===== src/rtl/unit_pkg.sv =====
// rtl/unit_pkg.sv - shared constants, state encoding and type-profile helpers for unit slots
// Purpose : default parameters shared with the enemy-side block, FSM state
//           encoding, and the per-type health/power profile functions.
// Ports   : none (package).
// Config  : UNIT_REGEN_EN (used by unit_slot) enables per-tick health regen.
package unit_pkg;

    localparam int UNIT_POS_W          = 9;
    localparam int UNIT_HP_W           = 8;
    localparam int UNIT_DMG_W          = 8;
    localparam int UNIT_TYPE_W         = 2;
    localparam int UNIT_RESPAWN_CYCLES = 10;
    localparam int UNIT_ATK_PERIOD     = 4;

    localparam logic [1:0] ST_IDLE_ENC     = 2'd0;
    localparam logic [1:0] ST_SPAWN_ENC    = 2'd1;
    localparam logic [1:0] ST_ALIVE_ENC    = 2'd2;
    localparam logic [1:0] ST_COOLDOWN_ENC = 2'd3;

    typedef enum logic [1:0] {
        ST_IDLE     = ST_IDLE_ENC,
        ST_SPAWN    = ST_SPAWN_ENC,
        ST_ALIVE    = ST_ALIVE_ENC,
        ST_COOLDOWN = ST_COOLDOWN_ENC
    } unit_state_e;

    // Health profile: all-ones of hp_w bits, halved per type step above 1.
    function automatic logic [31:0] type_hp(input logic [31:0] t, input int hp_w);
        logic [31:0] ones;
        ones = (hp_w >= 32) ? 32'hFFFF_FFFF : ((32'd1 << hp_w) - 32'd1);
        return (t == 32'd0) ? 32'd0 : (ones >> (t - 32'd1));
    endfunction

    // Power profile: highest type lands on the MSB of the damage word.
    function automatic logic [31:0] type_pow(input logic [31:0] t, input int dmg_w,
                                             input int type_w);
        int num_types;
        num_types = (1 << type_w) - 1;
        return (t == 32'd0) ? 32'd0 : (32'd1 << (dmg_w - 1 - num_types + int'(t)));
    endfunction

endpackage


===== src/rtl/unit_cooldown_timer.sv =====
// rtl/unit_cooldown_timer.sv - loadable down-counter with done flag for the respawn cooldown
// Purpose : load_i arms the counter with CYCLES-1; en_i counts it down to 0;
//           done_o is high while the count is 0.
// Ports   : clk, reset (async, active-high), load_i, en_i, done_o.
module unit_cooldown_timer #(
    parameter int CYCLES = 10
) (
    input  logic clk,
    input  logic reset,
    input  logic load_i,
    input  logic en_i,
    output logic done_o
);

    localparam int CNT_W = (CYCLES > 1) ? $clog2(CYCLES + 1) : 1;

    logic [CNT_W-1:0] cnt_q, cnt_d;

    always_comb begin
        cnt_d = cnt_q;
        if (load_i) begin
            cnt_d = CNT_W'(CYCLES - 1);
        end else if (en_i && (cnt_q != '0)) begin
            cnt_d = cnt_q - 1'b1;
        end
    end

    always_ff @(posedge clk or posedge reset) begin
        if (reset) begin
            cnt_q <= '0;
        end else begin
            cnt_q <= cnt_d;
        end
    end

    assign done_o = (cnt_q == '0);

endmodule


===== src/rtl/unit_slot.sv =====
// rtl/unit_slot.sv - one purchasable lane-battle unit: spawn, advance, attack, die, cool down
// Purpose : IDLE -> SPAWN -> ALIVE -> COOLDOWN -> IDLE lifecycle of one unit.
// Ports   : clk, reset (async, active-high); move_tick, damage_tick, damage_in,
//           purchase, type_sel, enemy_front in; position, damage_out, unit_type,
//           ready, died out (all registered or decoded from state).
// Config  : UNIT_REGEN_EN - when defined, each move_tick without a damage_tick
//           heals 1, saturating at the type's spawn health.
module unit_slot
    import unit_pkg::*;
#(
    parameter int POS_W          = UNIT_POS_W,
    parameter int HP_W           = UNIT_HP_W,
    parameter int DMG_W          = UNIT_DMG_W,
    parameter int TYPE_W         = UNIT_TYPE_W,
    parameter int RESPAWN_CYCLES = UNIT_RESPAWN_CYCLES,
    parameter int ATK_PERIOD     = UNIT_ATK_PERIOD
) (
    input  logic              clk,
    input  logic              reset,
    input  logic              move_tick,
    input  logic              damage_tick,
    input  logic [DMG_W-1:0]  damage_in,
    input  logic              purchase,
    input  logic [TYPE_W-1:0] type_sel,
    input  logic [POS_W-1:0]  enemy_front,
    output logic [POS_W-1:0]  position,
    output logic [DMG_W-1:0]  damage_out,
    output logic [TYPE_W-1:0] unit_type,
    output logic              ready,
    output logic              died
);

    localparam int ATK_W = (ATK_PERIOD > 1) ? $clog2(ATK_PERIOD) : 1;

    unit_state_e       state_q;
    logic [TYPE_W-1:0] sel_type_q, unit_type_q;
    logic [HP_W-1:0]   health_q, health_d, hp_load;
    logic [DMG_W-1:0]  power_q, pow_load, damage_out_q;
    logic [POS_W-1:0]  position_q;
    logic [ATK_W-1:0]  atk_q;
    logic              died_q;
    logic              kill, advance, cd_done;

    assign hp_load  = HP_W'(type_hp(32'(sel_type_q), HP_W));
    assign pow_load = DMG_W'(type_pow(32'(sel_type_q), DMG_W, TYPE_W));

    // Equality kills; compare at a common width so either operand may be wider.
    assign kill    = damage_tick && (32'(health_q) <= 32'(damage_in));
    assign advance = (enemy_front < position_q) && (position_q != '0);

    // Surviving damage is strictly below health, so the narrowed subtract cannot wrap.
    always_comb begin
        health_d = health_q;
        if (damage_tick) begin
            health_d = health_q - HP_W'(damage_in);
        end
`ifdef UNIT_REGEN_EN
        else if (move_tick &&
                 (health_q < HP_W'(type_hp(32'(unit_type_q), HP_W)))) begin
            health_d = health_q + 1'b1;
        end
`endif
    end

    unit_cooldown_timer #(
        .CYCLES (RESPAWN_CYCLES)
    ) u_cooldown (
        .clk    (clk),
        .reset  (reset),
        .load_i ((state_q == ST_ALIVE) && kill),
        .en_i   (state_q == ST_COOLDOWN),
        .done_o (cd_done)
    );

    always_ff @(posedge clk or posedge reset) begin
        if (reset) begin
            state_q      <= ST_IDLE;
            sel_type_q   <= '0;
            unit_type_q  <= '0;
            health_q     <= '0;
            power_q      <= '0;
            position_q   <= '1;
            damage_out_q <= '0;
            atk_q        <= '0;
            died_q       <= 1'b0;
        end else begin
            died_q <= 1'b0;
            case (state_q)
                ST_IDLE: begin
                    if (purchase && (type_sel != '0)) begin
                        sel_type_q <= type_sel;
                        state_q    <= ST_SPAWN;
                    end
                end
                ST_SPAWN: begin
                    unit_type_q  <= sel_type_q;
                    health_q     <= hp_load;
                    power_q      <= pow_load;
                    position_q   <= '1;
                    atk_q        <= '0;
                    damage_out_q <= '0;
                    state_q      <= ST_ALIVE;
                end
                ST_ALIVE: begin
                    if (kill) begin
                        // Death wins over any movement or attack this cycle.
                        state_q      <= ST_COOLDOWN;
                        unit_type_q  <= '0;
                        damage_out_q <= '0;
                        position_q   <= '1;
                        health_q     <= '0;
                        died_q       <= 1'b1;
                    end else begin
                        health_q <= health_d;
                        if (move_tick) begin
                            if (advance) begin
                                position_q   <= position_q - 1'b1;
                                damage_out_q <= '0;
                                atk_q        <= '0;
                            end else begin
                                damage_out_q <= (atk_q == '0) ? power_q : '0;
                                atk_q        <= (atk_q == ATK_W'(ATK_PERIOD - 1)) ?
                                                '0 : atk_q + 1'b1;
                            end
                        end
                    end
                end
                ST_COOLDOWN: begin
                    if (cd_done) begin
                        state_q <= ST_IDLE;
                    end
                end
                default: state_q <= ST_IDLE;
            endcase
        end
    end

    assign position   = position_q;
    assign damage_out = damage_out_q;
    assign unit_type  = unit_type_q;
    assign ready      = (state_q == ST_IDLE);
    assign died       = died_q;

endmodule


===== config.mk =====
export PLATFORM = sky130hd
export DESIGN_NAME = unit_slot
export DESIGN_NICKNAME = d
export VERILOG_FILES = /design/src/rtl/unit_pkg.sv /design/src/rtl/unit_cooldown_timer.sv /design/src/rtl/unit_slot.sv
export SDC_FILE = /design/constraint.sdc
export NUM_CORES = 1
export LEC_CHECK = 0
export BUFFER_PORTS_ARGS = -buffer_cell sky130_fd_sc_hd__buf_2
export CAP_MARGIN = 20
export CORE_MARGIN = 4
export CORE_UTILIZATION = 45
export DETAILED_ROUTE_END_ITERATION = 10
export GPL_TIMING_DRIVEN = 0
export PLACE_DENSITY_LB_ADDON = 0.12
export REMOVE_ABC_BUFFERS = 1
export SYNTH_ARGS = -nofsm -noshare
export SYNTH_HDL_FRONTEND = slang
export SYNTH_SLANG_ARGS = --single-unit
export TNS_END_PERCENT = 10

===== constraint.sdc =====
create_clock -name clk -period 3.2 [get_ports clk]
set_clock_uncertainty 0.15 [all_clocks]
set_input_delay 0.64 -clock clk [delete_from_list [all_inputs] [get_ports clk]]
set_output_delay 0.64 -clock clk [all_outputs]
set_load 0.02 [all_outputs]

* After elaboration in Yosys (flattened, before gate mapping)
Cells that the tools add are included.
** Operators by class
- Add/sub/neg operators :: 6
- Div/mod/pow operators :: 0
- $mul :: 0
- Shift operators :: 2
- Reduce and logical (&&, ||, !) cells :: 21
- Order comparisons :: 2
- Equal/unequal tests :: 12
- Multiplexer cells :: 29
- Bitwise gates (word level) :: 0
** Operators by type and width (count)
- 8-bit 2-to-1 mux :: 8
- 8-bit one-hot mux with 2 select lines :: 2
- 8-bit by 32-bit right shift with 8-bit output, first input constant :: 1
- 9-bit 2-to-1 mux :: 3
- 9-bit one-hot mux with 2 select lines :: 1
- 2-bit 2-to-1 mux :: 8
- 9-bit < comparator :: 1
- 3-bit != test, second input constant :: 3
- 3-bit AND reduction :: 3
- 9-bit nonzero test :: 1
- 9-bit by 1-bit subtractor with 9-bit output, second input constant :: 1
- 8-bit <= comparator :: 1
- 4-bit 2-to-1 mux :: 2
- 2-bit != test, second input constant :: 4
- 2-bit one-hot mux with 2 select lines :: 2
- 2-bit one-hot mux with 4 select lines :: 1
- 2-bit AND reduction :: 4
- 1-bit by 4-bit left shift with 8-bit output, first input constant :: 1
- 8-bit subtractor :: 1
- 2-bit == test, second input constant :: 3
- 2-bit zero test :: 3
- 2-bit nonzero test :: 3
- 1-bit logical AND :: 5
- 3-bit by 2-bit adder with 4-bit output, first input constant :: 1
- 8 further kinds :: 9
** Storage, ports and cells
- Bits in read-only memories :: 0
- Input bits :: 24
- RAM bits :: 0
- Register bits :: 46
- Output and inout port bits :: 21
- Latch bits :: 0
- Memories kept :: 0

* Logic depth before layout (Yosys ltp)
Gate-level depths: netlist of the first run.
- Depth after elaboration :: 6
- Mapped depth :: 11

* Hierarchy
Synthesis of the first run repeated with hierarchy kept, for this count alone.
** Unflattened totals
- Cells, all modules :: 285
- Area, all modules :: 2602.5 sq um
** Modules (own cells, without submodules)
- unit_slot :: instances 1, seq. area each 837.1 sq um, area each 2373.5 sq um, cells an instance 262
- unit_cooldown_timer :: instances 1, seq. area each 100.1 sq um, area each 229.0 sq um, cells an instance 23

* Worst setup path after synthesis of the first run
Ideal clock, no wire load.
- Path type :: input -> register
- Start :: input damage_in[0]
- End :: register unit_type_q[1], in the netlist unit_type[1]
- Data arrival time :: 2470 ps
- Stages on the path :: 10
- Setup time :: 121 ps
- Path slack :: 459 ps
- Required time :: 2929 ps
- Buffers on the path :: 1
- Cell sequence :: ha_1 -> inv_1 -> fa_1 -> nand3_1 -> a21oi_1 -> o21bai_1 -> or2_2 -> clkbuf_1 -> o21ai_0 -> a22o_1
** On the way
- Cells in the longest elaborated chain, start to end :: 4
** RTL lines
- start, declared :: line unit_slot.sv:22 : input logic [DMG_W-1:0] damage_in,
- 8-bit <= comparator :: line unit_slot.sv:48 : assign kill = damage_tick && (32'(health_q) <= 32'(damage_in));
- 1-bit logical AND :: line unit_slot.sv:48
- 2-bit != test (no source line)
- 2-bit AND reduction (no source line)
- end signal, assigned :: line unit_slot.sv:96 : unit_type_q <= sel_type_q;
- end, declared :: line unit_slot.sv:36 : logic [TYPE_W-1:0] sel_type_q, unit_type_q;
No other way between the ends.
A chain may end at the register's enable or synchronous reset.

* Worst setup path in the final report of the first run
- Start :: input damage_in[0]
- End :: register state_q[1]
** On the way
- Cells in the longest elaborated chain, start to end :: 4
** RTL lines
- 8-bit <= comparator :: line unit_slot.sv:48
- 1-bit logical AND :: line unit_slot.sv:48
- 2-bit != test (no source line)
- 3-bit AND reduction (no source line)
- end signal, assigned :: line unit_slot.sv:77 : state_q <= ST_IDLE;
- end signal, assigned :: line unit_slot.sv:92 : state_q <= ST_SPAWN;
- end signal, assigned :: line unit_slot.sv:102 : state_q <= ST_ALIVE;
- end, declared :: line unit_slot.sv:35 : unit_state_e state_q;
No other way between the ends.

==> results.cfg, run 1 <==
[status]
outcome = completed

[placement]
dpl.hpwl_um = 3935
place_area_mm2 = 0.002813
globalplace.congestion = 0.7938
io_buffers = 40

[synthesis]
synthArstFlopShare_pct = 100.0
yosys_warnings = 0
syn_inst = 280
ys_seq_area_share_pct = 36.61
netlist_area_mm2 = 0.002560
syn_avg_cell_area_um2 = 9.143
ys_ff_latch = 37
ys_types = 52
synth_ff_type = dfrtp_1
synth_edf_count = 0

[grt]
grt_use_met1_pct = 19.89
grt_pass1_vias = 2057
antenna_found_initial = 0
grt_overflow = 0
grt_usage_pct = 15.90
busiest_layer = met2
gr-usage-met3_pct = 4.167
grt_max_degree = 38
grtUsageMet2_pct = 27.48
grt_pass1_wl_um = 9239

[cells_and_area]
final_util_pct = 53.51
synthToLayoutAreaGrowth_pct = 15.10
nNetsFinal = 376
regArea_um2 = 937.1
multiInputGateArea_mm2 = 0.001461
drive_gt1_share_pct = 21.74
fillers = 532
final_area_mm2 = 0.002947
num_antenna_cells = 0

[sta]
final_hold_viol_count = 0
fin_setup_tns_ns = 0
finalCriticalPeriod_ns = 2.840
worst_pin_slew_ns = 0.9338
relSlewSlack_pct = 37.52
finalMaxSlewViolations = 0
finalSetupViolCount = 0
finalCritPeriodShare_pct = 88.76
clock.fmax_ghz = 0.3521
rsz0062_at_grt = no

[floorplan]
fp.dieW_um = 83.43
ioPinCount = 45
start_util_pct = 46.49
floorplan.core_area_mm2 = 0.005507
rows = 27
die-area_mm2 = 0.006960
die_y_um = 83.43

[clock_network]
clkLatencyLatePin_ns = 0.29
cts_hold_buf = 0
clk_pin_slew_ns = 0.08
cts-htree-levels = 2
cts_tree = yes
cts_resized = 0
postCtsSetupRepairBufs = 0
cts_root_buffer = clkbuf_8
clk_path_buf_depth = 2
cts_made_buffers = 5
cts_sinks = 37

[power]
p_seq_share_pct = 31.0
clkPwrFrac_pct = 21.0
ir_worst_vdd_mv = 0.5892
totalPowerFinal_w = 0.002312
p_sw_w = 0.0009463
switching_share_pct = 40.93
leakage_nw = 1.497
p_per_area_mw_per_mm2 = 784.6
p_int_w = 0.001366
power_frac_comb_pct = 48.0

[critical_path]
arrival_ns = 2.87
crit_path_max_fanout = 13
worst_path_max_delay_cell = o21bai_1
crit_type = in -> reg
critPathTopFamily = simple AND/OR/NAND/NOR gates
critPathRequiredTime_ns = 3.23
worstPathCellList = buf_2, ha_1, inv_1, fa_1, nand3_1, a21oi_1, o21bai_1, or2_2, nand2_1, mux2_1
cp_slowest_stage_delay_ns = 0.47
start_kind = input pin
end_kind = flop
critical_path_buf_inv_count = 2

[route]
ant_nets = 0
dr.first_iter.drc_count = 70
drt-wirelength-per-cell_um = 13.19
num_vias = 2066
drc = 0
wl_um = 5198
viasPerCell = 5.244
dr.pass1.iters = 4

[worst_hold_path]
min_path_type = in -> async

[flow_run]
maxCapViolCount = 0
## sequential cells by signal, indices dropped and copies added (netlist names)
register / cells
unit_type: 2
position: 9
health_q: 8
atk_q: 2
u_cooldown.cnt_q: 4
state_q: 2
power_q: 3
damage_out: 4
died: 1
sel_type_q: 2
## per-stage QoR
| stage | hold WS (ns) | instances | worst slack, ns |
|---|---|---|---|
| detailed placement | 0.3217 | 386 | 0.05661 |
| finish | 0.3318 | 394 | 0.3597 |
| CTS | 0.3409 | 394 | 0.3682 |
| floorplan | 0.3141 | 274 | 0.5481 |
| global route | 0.3676 | 394 | 0.1540 |
| global placement | 0.3188 | 386 | 0.07364 |
## path summary, 6_finish.rpt
| path | start | end | slack (ns) | cells after the start |
|---|---|---|---|---|
| max | damage_in[0] | state_q[1] | 0.36 | 10 |
| min in group clk | damage_out[6] | damage_out[6] | 0.34 | 2 |
| max in group asynchronous | reset | health_q[0] | 2.09 | 2 |
| min | reset | health_q[1] | 0.33 | 2 |
| max reg2reg | health_q[0] | state_q[1] | 0.37 | 10 |
| min reg2reg | damage_out[6] | damage_out[6] | 0.34 | 2 |
## cell families after synthesis
group / after synthesis / share of synthesized area [%]
AOI/OAI and AO/OA: 59 / 15.10
xor gates and xnor gates: 10 / 3.421
adders and majority gates: 31 / 15.44
buffers and inverters: 42 / 6.745
DFF: 37 / 36.61
muxes: 8 / 3.372
other: 1 / 0.1465
and+or+nand+nor: 92 / 19.16
## power groups by stage
stage | clock network, W | logic [W] | registers [W]
after CTS | 0.000496 | 0.00112 | 0.000718
final | 0.000485 | 0.00111 | 0.000717
after detailed placement | 0 | 0.00112 | 0.000725
after global routing | 0.000515 | 0.00127 | 0.000742
after floorplan | 0 | 0.000848 | 0.000726
after global placement | 0 | 0.00110 | 0.000724
## cell usage after synthesis, types with 4 or more instances
master	n	area (um^2)
a31oi_1	4	25.02
o21ai_0	7	35.03
o21ai_1	6	30.03
nor2_1	18	67.56
inv_1	33	123.9
clkbuf_1	5	18.77
nor4_1	5	31.28
dfrtp_1	28	700.7
xor2_1	4	35.03
nand4_1	5	31.28
nand3_1	6	30.03
nand2_1	23	86.33
mux2_2	4	45.04
xnor2_1	6	52.55
ha_1	30	375.4
dfstp_2	9	236.5
a211oi_1	5	37.54
a21oi_1	14	70.07
buf_4	4	30.03
nor3_1	10	50.05
## placed cells by master, fill, tap and decap left out, types with 5 or more instances in the layout
cell type	instances
o21ai_1	6
dfrtp_1	28
buf_2	40
a211oi_1	5
inv_1	32
nand3_1	6
clkbuf_8	5
nand4_1	5
ha_1	30
xnor2_1	6
nand2_1	23
nor4_1	5
dfstp_2	9
nor2_1	18
o21ai_0	7
nor3_1	10
a21oi_1	14
## cell type report
type,count,area share [%]
clock buffers,5,2.335
clock inverters,3,2.208
inverters,33,4.204
multi-input cells,204,49.60
flip-flops and latches,37,31.80
well taps,72,3.057
repair buffers,40,6.794
## metal layers
| layer | vias up | wire (um) |
|---|---|---|
| li1 | 1053 | - |
| met2 | 46 | 2475 |
| met5 | - | 0 |
| met4 | 0 | 38 |
| met1 | 963 | 2402 |
| met3 | 4 | 283 |
Power figures use the tool's default switching activity.
==> inputs of run 2 (changes only) <==
==> constraint.sdc (replaced) <==
create_clock -name clk -period 3.2 [get_ports clk]
set_clock_uncertainty 0.15 [all_clocks]
set_input_delay 0.96 -clock clk [delete_from_list [all_inputs] [get_ports clk]]
set_output_delay 0.96 -clock clk [all_outputs]
set_load 0.02 [all_outputs]
==> run 2 against run 1 <==
Effect of this change: via count decreased by 0.15%; largest power group unchanged; flip-flop and latch count unchanged; cell count unchanged; clock power about the same; first-iteration DRC count increased by 8.6%; combinational power about the same; setup slack got worse by 0.16 ns; clock-buffer cell count unchanged.
==> results.cfg, run 2 (synthesis gave the netlist of run 1 again) <==
[cells_and_area]
nNetsFinal = 376
final_util_pct = 53.62
drive_gt1_share_pct = 22.36
most-common-layout-cells = buf_2 (40), inv_1 (32), ha_1 (30), dfrtp_1 (28), nand2_1 (23)
final_area_mm2 = 0.002953
synthToLayoutAreaGrowth_pct = 15.35
layout_commonest_cell = buf_2
num_antenna_cells = 0
largest_reg_flops = 9

[flow_run]
maxCapViolCount = 0

[critical_path]
rr_endpoint = state_q[1]
r2r-start = health_q[0]
arrival_ns = 3.02
ff2ff_setup_slack_ns = 0.54
end_kind = flop
worst_path_max_delay_cell = fa_1
critPathRequiredTime_ns = 3.22
crit_path_max_fanout = 13
cp_slowest_stage_delay_ns = 0.40
crit_type = in -> reg
start_kind = input pin
worstPathCellList = buf_2, ha_1, inv_1, fa_1, nand3_1, a21oi_1, o21bai_2, or2_2, nand2_1, mux2_1
r2r_cells = 10

[sta]
finalSetupViolCount = 0
fin_setup_tns_ns = 0
finalMaxSlewViolations = 0
worst_pin_slew_ns = 0.7580
relSlewSlack_pct = 49.39
finalCritPeriodShare_pct = 93.73
finalCriticalPeriod_ns = 2.999
final_hold_viol_count = 0
rsz0062_at_grt = no
clock.fmax_ghz = 0.3334

[worst_hold_path]
hold-path-endpoint = damage_out[6]
min_path_type = reg -> reg
whs_path_depth = 2
min_from = damage_out[6]

[route]
drt-wirelength-per-cell_um = 13.16
drc = 0
dr.first_iter.drc_count = 76
ant_nets = 0
wl_um = 5187
num_vias = 2063
dr.pass1.iters = 4
viasPerCell = 5.236

[floorplan]
rows = 27
start_util_pct = 46.49
fp.dieW_um = 83.43
ioPinCount = 45
die-area_mm2 = 0.006960
die_y_um = 83.43
floorplan.core_area_mm2 = 0.005507

[clock_network]
postCtsSetupRepairBufs = 0
cts_sinks = 37
cts-htree-levels = 2
clkLatencyLatePin_ns = 0.29
cts_tree = yes
cts_hold_buf = 0
clk_pin_slew_ns = 0.08
cts_made_buffers = 5
cts_root_buffer = clkbuf_8
clk_path_buf_depth = 2

[power]
ir_worst_vdd_mv = 0.5443
leakage_nw = 1.502
p_per_area_mw_per_mm2 = 783.2

[grt]
grt_pass1_wl_um = 9239
antenna_found_initial = 0
grt_overflow = 0
grt_usage_pct = 15.90
grt_pass1_vias = 2057
grt_max_degree = 38

[placement]
place_area_mm2 = 0.002813
io_buffers = 40
globalplace.congestion = 0.7938
dpl.hpwl_um = 3935

[status]
outcome = completed
## run 2: cell counts in the layout (fill, tap and decap cells not counted)
Identical to the previous run, type by type.
## run 2: cell type report
class,instances,area [um^2]
repair buffers,40,200.2
flip-flops and latches,37,937.1
well taps,72,90.09
inverters,33,123.9
fillers,532,2554
clock buffers,5,68.82
clock inverters,3,65.06
multi-input cells,204,1468
## run 2: report_power, final
group	switching [W]	total [W]	internal, W
Clock	0.000172	0.000482	0.000310
Sequential	0.000102	0.000716	0.000614
Combinational	0.000671	0.00111	0.000444
## run 2: per-layer routing
metal  part of all wire, %  vias up  global-route usage (%)
li1                      -     1053                       -
met1                    46      955                   19.89
met2                    48       51                   27.48
met3                   5.6        4                   4.167
met4                  0.73        0                   3.655
met5                     0        -                       0
## run 2: per-stage QoR
stage | instances | hold WS [ns] | setup slack (ns) | power [W]
global route | 394 | 0.3676 | 0.07630 | 0.002531
detailed placement | 386 | 0.3217 | -0.2634 | 0.001842
CTS | 394 | 0.3409 | 0.04821 | 0.002335
floorplan | 274 | 0.3141 | 0.2281 | 0.001574
global placement | 386 | 0.3188 | -0.2464 | 0.001821
finish | 394 | 0.3377 | 0.2006 | 0.002313
## run 2: repair_timing
| item | 4_1_cts | 5_1_grt |
|---|---|---|
| endpoints found under the hold margin | 0 | 0 |
| resized for setup | 0 | 2 |
| setup endpoints to repair | 0 | 13 |
## run 2: how the worst max path moves through the flow
| stage | start | endpoint | cells after the start |
|---|---|---|---|
| after CTS | damage_in[0] | state_q[1] | 10 |
| final | damage_in[0] | state_q[1] | 10 |
| after global routing | damage_in[0] | state_q[1] | 10 |
| after floorplan | damage_in[0] | state_q[1] | 9 |
| after detailed placement | damage_in[0] | state_q[1] | 10 |
| after global placement | damage_in[0] | state_q[1] | 10 |
## run 2: worst max-delay path: cells and delay by family
kind                     cells  cell delay, ns
AO/OA/AOI/OAI                2            0.41
AND/OR/NAND/NOR              3            0.63
adder cells (fa/ha/maj)      2            0.56
multiplexers                 1            0.33
buffers and inverters        2            0.13
==> inputs of run 3 (changes only) <==
==> constraint.sdc (replaced) <==
create_clock -name clk -period 2.4 [get_ports clk]
set_clock_uncertainty 0.15 [all_clocks]
set_input_delay 0.72 -clock clk [delete_from_list [all_inputs] [get_ports clk]]
set_output_delay 0.72 -clock clk [all_outputs]
set_load 0.02 [all_outputs]
==> run 3 against run 2 <==
Effect of this change: via count increased by 1.4%; utilization increased by 2.8 points; highest routed layer unchanged; setup slack got worse by 0.17 ns; largest power group unchanged; sequential share of layout area decreased by 1.6 points; sequential power increased by 34%; critical path depth unchanged; wire length increased by 3.3%; die area unchanged; non-clock buffer count increased by 7.
==> results.cfg, run 3 (synthesis gave the netlist of run 1 again) <==
[cells_and_area]
layout_commonest_cell = buf_2
largest_reg_flops = 9
fin_cells = 401
drive_gt1_share_pct = 27.66
num_antenna_cells = 0
most-common-layout-cells = buf_2 (40), inv_1 (32), ha_1 (29), dfrtp_1 (28), nand2_1 (23)
nNetsFinal = 383
synthToLayoutAreaGrowth_pct = 21.36

[power]
p_int_w = 0.001961
p_sw_w = 0.001343
leakage_nw = 1.559
power_frac_comb_pct = 51.5
ir_worst_vdd_mv = 0.6778
clkPwrFrac_pct = 19.5
p_per_area_mw_per_mm2 = 1063
switching_share_pct = 40.65
p_seq_share_pct = 29.0

[sta]
final_hold_viol_count = 0
finalMaxSlewViolations = 0
clock.fmax_ghz = 0.4215
finalCritPeriodShare_pct = 98.86
rsz0062_at_grt = yes
fin_ws_ns = 0.02732
relSlewSlack_pct = 49.10
finalCriticalPeriod_ns = 2.373
finalSetupViolCount = 0
worst_pin_slew_ns = 0.7623

[grt]
grt_overflow = 0
grt_usage_pct = 16.26
grt_pass1_vias = 2101
antenna_found_initial = 0
grt_max_degree = 38
grt_pass1_wl_um = 9453

[floorplan]
start_util_pct = 46.49
fp.dieW_um = 83.43
ioPinCount = 45
die-area_mm2 = 0.006960
floorplan.core_area_mm2 = 0.005507
die_y_um = 83.43
rows = 27

[route]
drt-wirelength-per-cell_um = 13.36
ant_nets = 0
drc = 0
wl_um = 5359
dr.first_iter.drc_count = 67
dr.pass1.iters = 6
num_vias = 2091
viasPerCell = 5.214

[clock_network]
cts-htree-levels = 2
cts_hold_buf = 0
cts_sinks = 37
clkLatencyLatePin_ns = 0.29
clk_pin_slew_ns = 0.08
clk_path_buf_depth = 2
cts_made_buffers = 5
cts_tree = yes
cts_root_buffer = clkbuf_8

[critical_path]
arrival_ns = 2.40
start_kind = input pin
worstPathCellList = buf_2, ha_1, inv_1, fa_2, nand3_2, a21oi_2, o21bai_2, or2_4, nand2_1, mux2_1
crit_type = in -> reg
worst_path_max_delay_cell = mux2_1
critPathRequiredTime_ns = 2.43
cp_slowest_stage_delay_ns = 0.32
crit_path_max_fanout = 5
end_kind = flop

[placement]
pre_cts_ws_ns = -0.8234
dpl.hpwl_um = 3935
io_buffers = 40
dpl.cell_count = 386
globalplace.congestion = 0.7938

[status]
outcome = completed

[flow_run]
maxCapViolCount = 0

[worst_hold_path]
min_path_type = reg -> reg
run 3: cell count changes in the layout (fill, tap and decap cells not counted), moves of 2 or more:
cell     change
nor4_1       -2
buf_4        +5
a21oi_1      -2
or2_2        -2
nor4_2       +2
a21oi_2      +2
or2_4        +2
run 3: worst paths after layout:
path | start | to | slack [ns] | cells after the start
worst min register to register | damage_out[6] | damage_out[6] | 0.34 | 2
worst max-delay path | damage_in[0] | state_q[1] | 0.03 | 10
worst min-delay path | damage_out[6] | damage_out[6] | 0.34 | 2
worst max register to register | position[4] | position[8] | 0.05 | 6
max in group asynchronous | reset | health_q[3] | 1.21 | 2
min in group asynchronous | reset | health_q[1] | 0.41 | 2
run 3: worst max-delay path, delay by kind of cell:
kind | cells | cell delay (ns)
multiplexers | 1 | 0.32
buffers and inverters | 2 | 0.17
AND/OR/NAND/NOR | 3 | 0.49
adder cells (fa/ha/maj) | 2 | 0.42
AO/OA/AOI/OAI | 2 | 0.28
run 3: through the flow:
step	cell area [um^2]	setup TNS [ns]	utilization (%)	power, W	hold WS [ns]
2_1_floorplan	2522	-2.839	-	0.002099	0.3141
3_3_place_gp	2813	-18.00	51.08	0.002427	0.3188
3_5_place_dp	2813	-18.34	51.08	0.002456	0.3217
4_1_cts	3060	-0.03493	55.58	0.003288	0.3409
5_1_grt	3107	-0.7272	56.42	0.003602	0.3676
6_report	3107	0	56.42	0.003303	0.3376
run 3: what timing repair did:
action / 4_1_cts / 5_1_grt
pin swaps: 2 / 5
setup buffers: 6 / 1
setup endpoints to repair: 26 / 25
resized for setup: 12 / 9
run 3: area by class of cell:
type                    count  area, um^2
clock buffers               5       68.82
flip-flops and latches     37       937.1
fillers                   520        2400
inverters                  33       123.9
well taps                  72       90.09
clock inverters             3       65.06
multi-input cells         204        1553
repair buffers             47       269.0
run 3: power groups by stage:
stage,logic [W],registers (W),clock network [W]
after floorplan,0.00113,0.000968,0
after global placement,0.00146,0.000965,0
after detailed placement,0.00149,0.000967,0
after CTS,0.00167,0.000958,0.000661
after global routing,0.00193,0.000990,0.000687
final,0.00170,0.000957,0.000645
run 3: metal layers:
metal	GRT usage (%)	routed length [um]	up-vias
li1	-	-	1066
met1	19.98	2463	983
met2	28.64	2584	38
met3	4.167	269	4
met4	3.655	41	0
met5	0	0	-
